$ cat config.mk
export PLATFORM = sky130hd
export DESIGN_NAME = fitbit_core
export DESIGN_NICKNAME = d
export VERILOG_FILES = /design/src/rtl/fitbit_pkg.sv /design/src/rtl/tick_gen.sv /design/src/rtl/fitbit_core.sv
export SDC_FILE = /design/constraint.sdc
export NUM_CORES = 1
export LEC_CHECK = 0
export ABC_AREA = 0
export CAP_MARGIN = 25
export CORE_ASPECT_RATIO = 1.4
export CORE_MARGIN = 2
export CORE_UTILIZATION = 40
export CTS_CLUSTER_SIZE = 30
export DETAILED_ROUTE_END_ITERATION = 8
export GPL_TIMING_DRIVEN = 0
export PLACE_DENSITY_LB_ADDON = 0.25
export RECOVER_POWER = 100
export SLEW_MARGIN = 30
export SYNTH_ARGS = -nofsm -noshare
export SYNTH_HDL_FRONTEND = slang
export SYNTH_SLANG_ARGS = --single-unit
$ cat constraint.sdc
create_clock -name CLK -period 4.3 [get_ports CLK]
set_clock_uncertainty 0.2 [all_clocks]
set_input_delay 1.29 -clock CLK [delete_from_list [all_inputs] [get_ports CLK]]
set_output_delay 1.29 -clock CLK [all_outputs]
set_load 0.005 [all_outputs]
$ cat src/rtl/fitbit_pkg.sv
// Shared types, default constants and helpers for the activity tracker core.
package fitbit_pkg;

    localparam int DEF_TICK_CYCLES = 100_000_000;
    localparam int DEF_STEP_W      = 14;
    localparam int DEF_STEP_SAT    = 9999;
    localparam int DEF_OVER_RATE   = 32;
    localparam int DEF_OVER_SECS   = 9;
    localparam int DEF_HI_RATE     = 64;
    localparam int DEF_HI_MIN      = 60;

    localparam int RATE_W = 8;   // steps-per-second counter width
    localparam int RUN_W  = 8;   // high-activity run length width
    localparam int HI_W   = 16;  // accumulated high-activity seconds width
    localparam int OVER_W = 4;   // early-burst count / elapsed window width

    typedef enum logic [1:0] {
        ST_IDLE   = 2'd0,
        ST_RUN    = 2'd1,
        ST_ACTIVE = 2'd2
    } hi_state_t;

    // Saturating add for the high-activity accumulator.
    function automatic logic [HI_W-1:0] sat_add_hi(input logic [HI_W-1:0] a,
                                                   input logic [HI_W-1:0] b);
        logic [HI_W:0] s;
        s = {1'b0, a} + {1'b0, b};
        return s[HI_W] ? {HI_W{1'b1}} : s[HI_W-1:0];
    endfunction

endpackage

$ cat src/rtl/tick_gen.sv
// One-second divider: TICK pulses for one cycle every TICK_CYCLES cycles,
// first pulse TICK_CYCLES cycles after reset release or CLR.
module tick_gen
    import fitbit_pkg::*;
#(
    parameter int TICK_CYCLES = DEF_TICK_CYCLES
) (
    input  logic CLK,
    input  logic RST_N,
    input  logic CLR,
    output logic TICK
);

    localparam int CNT_W = (TICK_CYCLES > 1) ? $clog2(TICK_CYCLES) : 1;
    localparam logic [CNT_W-1:0] LAST = CNT_W'(TICK_CYCLES - 1);

    logic [CNT_W-1:0] cnt;

    // Free-running modulo counter with registered terminal-count pulse
    always_ff @(posedge CLK or negedge RST_N) begin
        if (!RST_N) begin
            cnt  <= '0;
            TICK <= 1'b0;
        end else if (CLR) begin
            cnt  <= '0;
            TICK <= 1'b0;
        end else if (cnt == LAST) begin
            cnt  <= '0;
            TICK <= 1'b1;
        end else begin
            cnt  <= cnt + 1'b1;
            TICK <= 1'b0;
        end
    end

endmodule

$ cat src/rtl/fitbit_core.sv
// Step counter with per-second rate tracking, early-burst window statistics
// and a high-activity run detector.
module fitbit_core
    import fitbit_pkg::*;
#(
    parameter int TICK_CYCLES = DEF_TICK_CYCLES,
    parameter int STEP_W      = DEF_STEP_W,
    parameter int STEP_SAT    = DEF_STEP_SAT,
    parameter int OVER_RATE   = DEF_OVER_RATE,
    parameter int OVER_SECS   = DEF_OVER_SECS,
    parameter int HI_RATE     = DEF_HI_RATE,
    parameter int HI_MIN      = DEF_HI_MIN
) (
    input  logic              CLK,
    input  logic              RST_N,
    input  logic              PULSE,
    input  logic              CLR,
    output logic [STEP_W-1:0] STEPS,
    output logic              SAT,
    output logic [STEP_W-11:0] DIST_HALF,
    output logic [OVER_W-1:0] OVER_CNT,
    output logic [HI_W-1:0]   HI_TIME,
    output logic              SEC_TICK
);

    localparam logic [STEP_W-1:0] SAT_V       = STEP_W'(STEP_SAT);
    localparam logic [RATE_W-1:0] OVER_RATE_L = RATE_W'(OVER_RATE);
    localparam logic [RATE_W-1:0] HI_RATE_L   = RATE_W'(HI_RATE);
    localparam logic [OVER_W-1:0] OVER_SECS_L = OVER_W'(OVER_SECS);
    localparam logic [RUN_W-1:0]  HI_MIN_L    = RUN_W'(HI_MIN);
    localparam logic [HI_W-1:0]   HI_MIN_ADD  = HI_W'(HI_MIN);

    // Edge history is stored as "previous cycle was low" so that its reset
    // value of 0 also blocks a PULSE already high at reset release.
    logic              prev_low;
    logic              step;
    logic [RATE_W-1:0] rate;
    logic [OVER_W-1:0] sec_cnt;
    logic [RUN_W-1:0]  run;
    logic [RUN_W-1:0]  run_nxt;
    logic              qual;
    hi_state_t         hi_state;

    assign step      = PULSE & prev_low;
    assign SAT       = (STEPS == SAT_V);
    assign DIST_HALF = STEPS[STEP_W-1:10];
    assign qual      = (rate >= HI_RATE_L);
    assign run_nxt   = run + 1'b1;

    tick_gen #(.TICK_CYCLES(TICK_CYCLES)) u_tick (
        .CLK   (CLK),
        .RST_N (RST_N),
        .CLR   (CLR),
        .TICK  (SEC_TICK)
    );

    // Edge history: remember whether PULSE was low last cycle
    always_ff @(posedge CLK or negedge RST_N) begin
        if (!RST_N)   prev_low <= 1'b0;
        else if (CLR) prev_low <= 1'b0;
        else          prev_low <= ~PULSE;
    end

    // Total step count, saturating
    always_ff @(posedge CLK or negedge RST_N) begin
        if (!RST_N)                      STEPS <= '0;
        else if (CLR)                    STEPS <= '0;
        else if (step && STEPS != SAT_V) STEPS <= STEPS + 1'b1;
    end

    // Steps in the current second; a step on the tick cycle opens the new second
    always_ff @(posedge CLK or negedge RST_N) begin
        if (!RST_N)                              rate <= '0;
        else if (CLR)                            rate <= '0;
        else if (SEC_TICK)                       rate <= {{(RATE_W-1){1'b0}}, step};
        else if (step && rate != {RATE_W{1'b1}}) rate <= rate + 1'b1;
    end

    // Early-burst window: count fast seconds among the first OVER_SECS
    always_ff @(posedge CLK or negedge RST_N) begin
        if (!RST_N) begin
            sec_cnt  <= '0;
            OVER_CNT <= '0;
        end else if (CLR) begin
            sec_cnt  <= '0;
            OVER_CNT <= '0;
        end else if (SEC_TICK && sec_cnt < OVER_SECS_L) begin
            sec_cnt <= sec_cnt + 1'b1;
            if (rate > OVER_RATE_L) OVER_CNT <= OVER_CNT + 1'b1;
        end
    end

    // High-activity FSM: credit a run only once it lasts HI_MIN seconds
    always_ff @(posedge CLK or negedge RST_N) begin
        if (!RST_N) begin
            hi_state <= ST_IDLE;
            run      <= '0;
            HI_TIME  <= '0;
        end else if (CLR) begin
            hi_state <= ST_IDLE;
            run      <= '0;
            HI_TIME  <= '0;
        end else if (SEC_TICK) begin
            case (hi_state)
                ST_IDLE: begin
                    if (qual) begin
                        run      <= {{(RUN_W-1){1'b0}}, 1'b1};
                        hi_state <= ST_RUN;
                    end
                end
                ST_RUN: begin
                    if (qual) begin
                        run <= run_nxt;
                        if (run_nxt == HI_MIN_L) begin
                            HI_TIME  <= sat_add_hi(HI_TIME, HI_MIN_ADD);
                            hi_state <= ST_ACTIVE;
                        end
                    end else begin
                        run      <= '0;
                        hi_state <= ST_IDLE;
                    end
                end
                ST_ACTIVE: begin
                    if (qual) begin
                        HI_TIME <= sat_add_hi(HI_TIME, {{(HI_W-1){1'b0}}, 1'b1});
                    end else begin
                        run      <= '0;
                        hi_state <= ST_IDLE;
                    end
                end
                default: begin
                    run      <= '0;
                    hi_state <= ST_IDLE;
                end
            endcase
        end
    end

endmodule

==> flow_summary.yaml, run 1 <==
global_routing:
  grt_pass1_wl_um: 18100
  grt_pass1_vias: 3864
  grt_overflow: 0
  antenna_found_initial: 0
  grt_start_max_net_pins: 46
  track_usage: 0.176
clocking:
  htreeDepth: 3
  cts_setup_buffers: 0
  cts_buffers: 9
  cts.clk_slew.worst_paths_ns: 0.06
  clock_latency_ns: 0.34
  cts_root_buffer: "clkbuf_16"
  clockBufferDepth: 2
  cts_tree: "built"
  holdBufCountCts: 0
  cts_resized: 0
  clock-sinks: 85
synth:
  avgSynthCellArea_um2: 9.16
  async_flop_share: 1.00
  ys_seq_area_frac: 0.448
  synth.area.top_cells: "dfrtp_1 (45%), nor2_1 (7.3%), xor2_1 (6.3%)"
  syn-num-nets: 533
  syn_inst: 518
  synth-main-ff-cell: "dfrtp_1"
  synth_edf_count: 0
  synth_top_area_frac: 0.448
  synthDistinctLibCells: 65
  synthTopCellsByCount: "nor2_1 (92), dfrtp_1 (85), nand2_1 (42)"
  synth_most_common_cell: "nor2_1"
  syn_area_um2: 4740
  ys_seq_elements: 85
  yosysTopAreaCell: "dfrtp_1"
  ys_warn_count: 0
sta:
  finalCritPeriodShare: 0.882
  maxSlewViolCount: 41
  relSlewSlack: -0.580
  period_minus_slack_ns: 3.79
  rsz0062_at_grt: "no"
  finalHoldViolCount: 0
  fin_tns_setup_ns: 0
  hold_ws_ns: 0.288
  fmax_mhz: 264
  tightest_slew_ns: 2.37
  setup_viol: 0
route:
  drt-initial-drc-count: 194
  wl_per_cell_um: 14.6
  vias: 3895
  drt-pass1-iter-count: 4
  wl_um: 10600
  via_per_inst: 5.38
  remaining_drc_errors: 0
  ant_nets: 0
critical_path:
  r2r_end: "HI_TIME[13]"
  reg2reg_from: "HI_TIME[3]"
  crit_path_end_kind: "primary output"
  crit_path_max_fanout: 6
  reg2reg_setup_slack_ns: 1.26
  critical_path_required_ns: 2.81
  worstPathArrival_ns: 2.30
  critical_path.startpoint_type: "flip-flop"
  worstSetupPathType: "reg2out"
  reg2reg_depth: 9
placement:
  io_buffers: 42
  gp_congestion: 0.790
  place_area_um2: 5380
  dp_hpwl_um: 7550
pwr:
  comb_power_share: 0.112
  swShare: 0.257
  clockPowerShare: 0.410
  p_leak_uw: 0.00246
  netSwitchingPower_uw: 465
  p_seq_frac: 0.479
  vdd_drop_max_mv: 0.238
  p_int_uw: 1340
  p_per_area_nw_per_um2: 321
die:
  pin_count: 44
  die_area_um2: 12800
  core_area_um2: 11700
  die_h_um: 133
  dieWidth_um: 96.0
  num_rows: 47
  initial_utilization: 0.405
layout:
  multi_input_area_um2: 2380
  num-nets-final: 587
  seqCellArea_um2: 2130
  fillCellCount: 1122
  final_area_um2: 5630
  drive_gt1_frac: 0.0693
  antenna_cells: 0
  syn2layout_area_growth_pct: 18.7
run_status:
  violations: "capacitance limit, slew limit"
  status: "complete, but fails checks"
min_path:
  hold_depth: 1
  worst_hold_path_type: "reg2reg"
  hold_path_end: "u_tick.cnt[0]"
  min_from: "u_tick.cnt[0]"
run:
  maxCapViolCount: 1
==> power groups by stage <==
stage	Sequential, uW	Clock (uW)	Combinational (uW)
final	865	741	202
after global routing	871	798	228
after CTS	866	767	216
after detailed placement	880	0	214
after global placement	880	0	208
after floorplan	875	0	116
==> worst max-delay path by stage <==
stage / startpoint / endpoint / depth (start not counted)
2_1_floorplan: CLR / rate[5] / 7
3_3_place_gp: RST_N / u_tick.cnt[16] / 1
3_5_place_dp: PULSE / rate[5] / 7
4_1_cts: STEPS[7] / SAT / 3
5_1_grt: STEPS[7] / SAT / 3
6_report: STEPS[7] / SAT / 3
==> cell usage in the layout (no fill, tap or decap), types with 3 or more instances in the layout <==
cell type         n
a211oi_1          3
a21oi_1          25
a221oi_1          5
a31oi_1           7
and3_1           13
buf_4             3
clkbuf_1         15
clkbuf_16         9
clkbuf_8          4
clkdlybuf4s50_1   3
dfrtp_1          85
dlygate4sd3_1    38
ha_1             11
inv_1            14
nand2_1          42
nand2b_1          3
nand3_1          22
nand4_1          14
nor2_1           92
nor2b_1           9
nor3_1            7
nor4_1            4
o21ai_0          27
or2_2             3
or3_1             5
xnor2_1          20
xor2_1           34
==> cell type report <==
type / instances / share of cell area
clock buffers: 12 / 0.0456
multi-input cells: 395 / 0.423
inverters: 14 / 0.00933
clock inverters: 4 / 0.00578
well taps: 147 / 0.0327
repair buffers: 43 / 0.0784
flip-flops and latches: 85 / 0.378
plain buffers: 24 / 0.0276
==> critical path: stages, from the launching register on <==
cell and delay (ns):
dfrtp_1 0.45, or3_1 0.38, nor4_2 0.52, clkdlybuf4s50_1 0.61
==> stage by stage <==
stage / setup WS [ns] / utilization / std cells / power, uW
CTS: 0.523 / 0.484 / 724 / 1850
detailed placement: 0.856 / 0.459 / 708 / 1090
global placement: -1.46 / 0.457 / 707 / 1090
finish: 0.508 / 0.481 / 724 / 1810
global route: 0.385 / 0.481 / 724 / 1900
floorplan: 1.54 / - / 518 / 990
==> registers in the layout (all words and copies together), names as in the netlist <==
| name | cells |
|---|---|
| u_tick.TICK | 1 |
| u_tick.cnt | 27 |
| sec_cnt | 4 |
| run | 8 |
| rate | 8 |
| HI_TIME | 16 |
| hi_state | 2 |
| OVER_CNT | 4 |
| prev_low | 1 |
| STEPS | 14 |
==> cell families (layout without fill, tap and decap cells) <==
| family | count (synthesis) | count (layout) | synth area share |
|---|---|---|---|
| mux | 3 | 3 | 0.00659 |
| xor+xnor | 54 | 54 | 0.0997 |
| compound gates | 93 | 93 | 0.127 |
| fa+ha+maj | 11 | 11 | 0.0290 |
| buf+inv | 38 | 97 | 0.0483 |
| flops | 85 | 85 | 0.448 |
| simple gates | 234 | 234 | 0.241 |
==> layer usage <==
| metal | GRT usage | routed length (um) | vias to the layer above | part of all wire |
|---|---|---|---|---|
| li1 | - | - | 1917 | - |
| met1 | 0.220 | 4580 | 1894 | 0.43 |
| met2 | 0.304 | 5550 | 72 | 0.53 |
| met3 | 0.0290 | 312 | 12 | 0.030 |
| met4 | 0.0563 | 132 | 0 | 0.012 |
| met5 | 0 | 0 | - | 0 |
(Power assumes the default switching activity.)
==> run 2, diff against run 1 <==
==> constraint.sdc (replaced) <==
create_clock -name CLK -period 3.3 [get_ports CLK]
set_clock_uncertainty 0.2 [all_clocks]
set_input_delay 0.99 -clock CLK [delete_from_list [all_inputs] [get_ports CLK]]
set_output_delay 0.99 -clock CLK [all_outputs]
set_load 0.005 [all_outputs]
==> run 2 against run 1 <==
  * The run still ends with capacitance limit, slew limit left
  * Setup slack got worse by 0.28 ns
  * Critical endpoint unchanged
  * Sequential power is 31% higher
  * Combinational power grew 30%
  * Highest routed layer unchanged
  * Wire length barely moved
  * Power grew 30%
==> flow_summary.yaml, run 2 (synthesis results as in run 1) <==
run_status:
  status: "complete, but fails checks"
  violations: "capacitance limit, slew limit"
placement:
  placedCellCount: 708
  io_buffers: 42
  gp_congestion: 0.790
  place_area_um2: 5380
  dp_hpwl_um: 7550
  dp_slack_ns: 0.156
sta:
  rsz0062_at_grt: "no"
  maxSlewViolCount: 41
  finalHoldViolCount: 0
  fmax_mhz: 326
  tightest_slew_ns: 1.96
  setup_viol: 0
  finalCritPeriodShare: 0.931
  setup_slack_ns: 0.229
  relSlewSlack: -0.306
  period_minus_slack_ns: 3.07
layout:
  drive_gt1_frac: 0.0692
  antenna_cells: 0
  final_common_cell: "nor2_1"
  regMostFlops: "u_tick.cnt"
  syn2layout_area_growth_pct: 18.9
  reg.largest.list: "u_tick.cnt x27, HI_TIME x16, STEPS x14"
  largest_reg_flops: 27
  layout_common_cells: "nor2_1 (92), dfrtp_1 (85), nand2_1 (42), dlygate4sd3_1 (38), xor2_1 (34)"
  fillCellCount: 1124
  num-nets-final: 588
  final_area_um2: 5640
  instances_no_fill: 725
global_routing:
  grt_overflow: 0
  grt_pass1_wl_um: 18100
  grt_pass1_vias: 3861
  track_usage: 0.176
  antenna_found_initial: 0
  grt_start_max_net_pins: 46
route:
  remaining_drc_errors: 0
  wl_per_cell_um: 14.6
  wl_um: 10600
  via_per_inst: 5.39
  vias: 3906
  ant_nets: 0
  drt-initial-drc-count: 197
  drt-pass1-iter-count: 4
critical_path:
  r2r_end: "HI_TIME[13]"
  worstSetupPathType: "reg2out"
  reg2reg_depth: 9
  worstPathArrival_ns: 1.88
  startpoint: "STEPS[7]"
  reg2reg_from: "HI_TIME[3]"
  critical_path_required_ns: 2.11
  endpoint: "SAT"
  crit_path_max_fanout: 6
  crit_path_end_kind: "primary output"
  reg2reg_setup_slack_ns: 0.32
  critical_path.startpoint_type: "flip-flop"
clocking:
  holdBufCountCts: 0
  cts_root_buffer: "clkbuf_16"
  clockBufferDepth: 2
  cts.clk_slew.worst_paths_ns: 0.06
  clock-sinks: 85
  cts_tree: "built"
  htreeDepth: 3
  clock_latency_ns: 0.34
  cts_buffers: 9
die:
  pin_count: 44
  core_area_um2: 11700
  die_h_um: 133
  num_rows: 47
  die_area_um2: 12800
  dieWidth_um: 96.0
  initial_utilization: 0.405
pwr:
  p_leak_uw: 0.00249
  p_per_area_nw_per_um2: 418
  vdd_drop_max_mv: 0.310
min_path:
  worst_hold_path_type: "reg2reg"
run:
  maxCapViolCount: 1
## run 2: worst min-delay path by stage
stage / depth (start not counted) / slack, ns / endpoint / from
after floorplan: 1 / 0.25 / run[7] / run[7]
after global placement: 1 / 0.27 / run[7] / run[7]
after detailed placement: 1 / 0.28 / u_tick.cnt[0] / u_tick.cnt[0]
after CTS: 1 / 0.29 / u_tick.cnt[0] / u_tick.cnt[0]
after global routing: 1 / 0.32 / run[7] / run[7]
final: 1 / 0.29 / u_tick.cnt[0] / u_tick.cnt[0]
## run 2: critical path: stages, from the launching register on
cell and delay (ns):
dfrtp_1 0.45, or3_1 0.37, nor4_1 0.51, dlymetal6s2s_1 0.21
## run 2: layer usage
metal	global-route usage	wire length, um
met4	0.0563	132
met5	0	0
met2	0.304	5560
met3	0.0290	319
met1	0.220	4560
## run 2: area by class of cell
class	count	area, um2	share of cell area
multi-input cells	395	2370	0.421
well taps	147	184	0.0326
plain buffers	24	155	0.0275
flip-flops and latches	85	2130	0.377
inverters	14	52.6	0.00932
clock buffers	12	256	0.0455
repair buffers	44	457	0.0810
clock inverters	4	32.5	0.00577
## run 2: timing repair
item | 4_1_cts | 5_1_grt
gates resized for setup | 1 | 1
pin swaps | 1 | 1
setup buffers | 0 | 1
endpoints found under the setup margin | 1 | 1
## run 2: through the flow
stage | setup TNS, ns | total power [uW] | hold WS [ns] | utilization
6_report | 0 | 2360 | 0.288 | 0.482
5_1_grt | 0 | 2470 | 0.319 | 0.482
4_1_cts | 0 | 2410 | 0.292 | 0.485
3_3_place_gp | -183.25 | 1420 | 0.270 | 0.457
2_1_floorplan | 0 | 1290 | 0.252 | -
3_5_place_dp | 0 | 1430 | 0.283 | 0.459
## run 2: power breakdown
part	leakage, uW	switching [uW]	internal [uW]	total [uW]
logic	0.00119	142	121	263
clock network	0.000135	410	554	964
registers	0.00116	50.8	1080	1130
==> run 3, diff against run 2 <==
--- a/config.mk
+++ b/config.mk
@@ -6,13 +6,12 @@
 export NUM_CORES = 1
 export LEC_CHECK = 0
 export ABC_AREA = 0
-export CAP_MARGIN = 25
+export CAP_MARGIN = 20
 export CORE_ASPECT_RATIO = 1.4
 export CORE_MARGIN = 2
 export CORE_UTILIZATION = 40
 export CTS_CLUSTER_SIZE = 30
 export DETAILED_ROUTE_END_ITERATION = 8
-export GPL_TIMING_DRIVEN = 0
 export PLACE_DENSITY_LB_ADDON = 0.25
 export RECOVER_POWER = 100
 export SLEW_MARGIN = 30
==> run 3 against run 2 <==
  * The run now ends clean
  * Critical path type is now in2reg
  * Wire length shrank 2.6%
  * Clock-buffer cell count is the same
  * Clock power is 3.3% lower
==> flow_summary.yaml, run 3 (synthesis results as in run 1) <==
run_status:
  status: "completed"
layout:
  drive_gt1_frac: 0.0555
  final_common_cell: "nor2_1"
  num-nets-final: 571
  reg.largest.list: "u_tick.cnt x27, HI_TIME x16, STEPS x14"
  layout_common_cells: "nor2_1 (92), dfrtp_1 (85), nand2_1 (42), dlygate4sd3_1 (40), xor2_1 (34)"
  regMostFlops: "u_tick.cnt"
  antenna_cells: 0
  fillCellCount: 1140
  syn2layout_area_growth_pct: 15.7
  largest_reg_flops: 27
  utilization: 0.469
critical_path:
  reg2reg_setup_slack_ns: 0.49
  crit_path_max_fanout: 28
  crit_buf_inv: 1
  crit_family: "buffers and inverters"
  cpPeakStageDelay_ns: 0.92
  worstPathArrival_ns: 3.02
  endpoint: "HI_TIME[13]"
  slowest_stage: "clkbuf_1"
  critical_path_required_ns: 3.33
  cp_num_cells: 4
  r2r_end: "HI_TIME[1]"
  reg2reg_from: "HI_TIME[2]"
  worstSetupPathType: "in2reg"
  critical_path.startpoint_type: "input port"
  crit_path_end_kind: "flip-flop"
  startpoint: "CLR"
  reg2reg_depth: 8
  crit_chain: "clkbuf_1 -> a221o_1 -> nand2_1 -> o311ai_1"
clocking:
  cts_tree: "built"
  htreeDepth: 3
  cts_root_buffer: "clkbuf_16"
  cts_resized: 0
  cts_buffers: 9
  clock-sinks: 85
  holdBufCountCts: 0
  clock_latency_ns: 0.33
  clockBufferDepth: 2
  cts.clk_slew.worst_paths_ns: 0.06
  cts_setup_buffers: 0
sta:
  fin_tns_setup_ns: 0
  relSlewSlack: 0.133
  maxSlewViolCount: 0
  finalHoldViolCount: 0
  setup_viol: 0
  rsz0062_at_grt: "no"
  period_minus_slack_ns: 2.99
  finalCritPeriodShare: 0.906
  fmax_mhz: 334
  tightest_slew_ns: 1.30
pwr:
  p_leak_uw: 0.00241
  p_int_uw: 1720
  netSwitchingPower_uw: 576
  p_per_area_nw_per_um2: 419
  clockPowerShare: 0.405
  swShare: 0.250
  vdd_drop_max_mv: 0.312
  p_seq_frac: 0.496
  comb_power_share: 0.099
route:
  remaining_drc_errors: 0
  vias: 3780
  drt-initial-drc-count: 199
  wl_um: 10300
  wl_per_cell_um: 14.6
  via_per_inst: 5.35
  ant_nets: 0
  drt-pass1-iter-count: 6
die:
  num_rows: 47
  initial_utilization: 0.405
  die_area_um2: 12800
  core_area_um2: 11700
  die_h_um: 133
  dieWidth_um: 96.0
  pin_count: 44
global_routing:
  grt_overflow: 0
  antenna_found_initial: 0
  grt_pass1_vias: 3736
  grt_pass1_wl_um: 18000
  track_usage: 0.175
  grt_start_max_net_pins: 70
placement:
  io_buffers: 43
  gp_congestion: 0.861
  dp_hpwl_um: 7200
min_path:
  worst_hold_path_type: "reg2reg"
run:
  maxCapViolCount: 0
-- run 3: area by class of cell --
cell class / count / area, um2 / area share
Inverter: 14 / 52.6 / 0.00958
Timing Repair Buffer: 51 / 464 / 0.0846
Multi-Input combinational cell: 395 / 2390 / 0.436
Clock buffer: 12 / 256 / 0.0467
Sequential cell: 85 / 2130 / 0.388
Clock inverter: 2 / 10.0 / 0.00182
Tap cell: 147 / 184 / 0.0335
-- run 3: worst min-delay path by stage --
stage	startpoint	end	cells after the start
2_1_floorplan	run[7]	run[7]	1
3_3_place_gp	run[7]	run[7]	1
3_5_place_dp	run[7]	run[7]	1
4_1_cts	run[7]	run[7]	1
5_1_grt	u_tick.cnt[0]	u_tick.cnt[0]	1
6_report	run[7]	run[7]	1
-- run 3: per-stage QoR --
stage / hold slack (ns) / std cells / area, um2 / power, uW / setup slack (ns)
3_5_place_dp: 0.278 / 692 / 5250 / 1410 / 0.349
3_3_place_gp: 0.272 / 692 / 5250 / 1400 / 0.468
6_report: 0.290 / 706 / 5490 / 2300 / 0.309
4_1_cts: 0.292 / 706 / 5510 / 2350 / 0.0822
2_1_floorplan: 0.252 / 518 / 4740 / 1290 / 0.798
5_1_grt: 0.327 / 706 / 5490 / 2410 / 0.201
-- run 3: power by group through the flow --
stage	clock network, uW	logic, uW	registers, uW
2_1_floorplan	0	151	1140
3_3_place_gp	0	243	1160
3_5_place_dp	0	247	1160
4_1_cts	959	249	1140
5_1_grt	1000	259	1150
6_report	932	228	1140
-- run 3: worst reg2reg max path, cell delays in order (launching register included) --
cell       delay, ns
dfrtp_1         0.48
inv_1           0.08
ha_1            0.22
nor3b_1         0.18
or4_4           0.53
a2111oi_0       0.37
o21ai_0         0.24
a211o_1         0.30
a21oi_2         0.13
-- run 3: per-layer routing --
layer	vias up	part of all wire	GRT usage
li1	1876	-	-
met1	1847	0.44	0.217
met2	46	0.52	0.297
met3	11	0.029	0.0370
met4	0	0.014	0.0571
met5	-	0	0
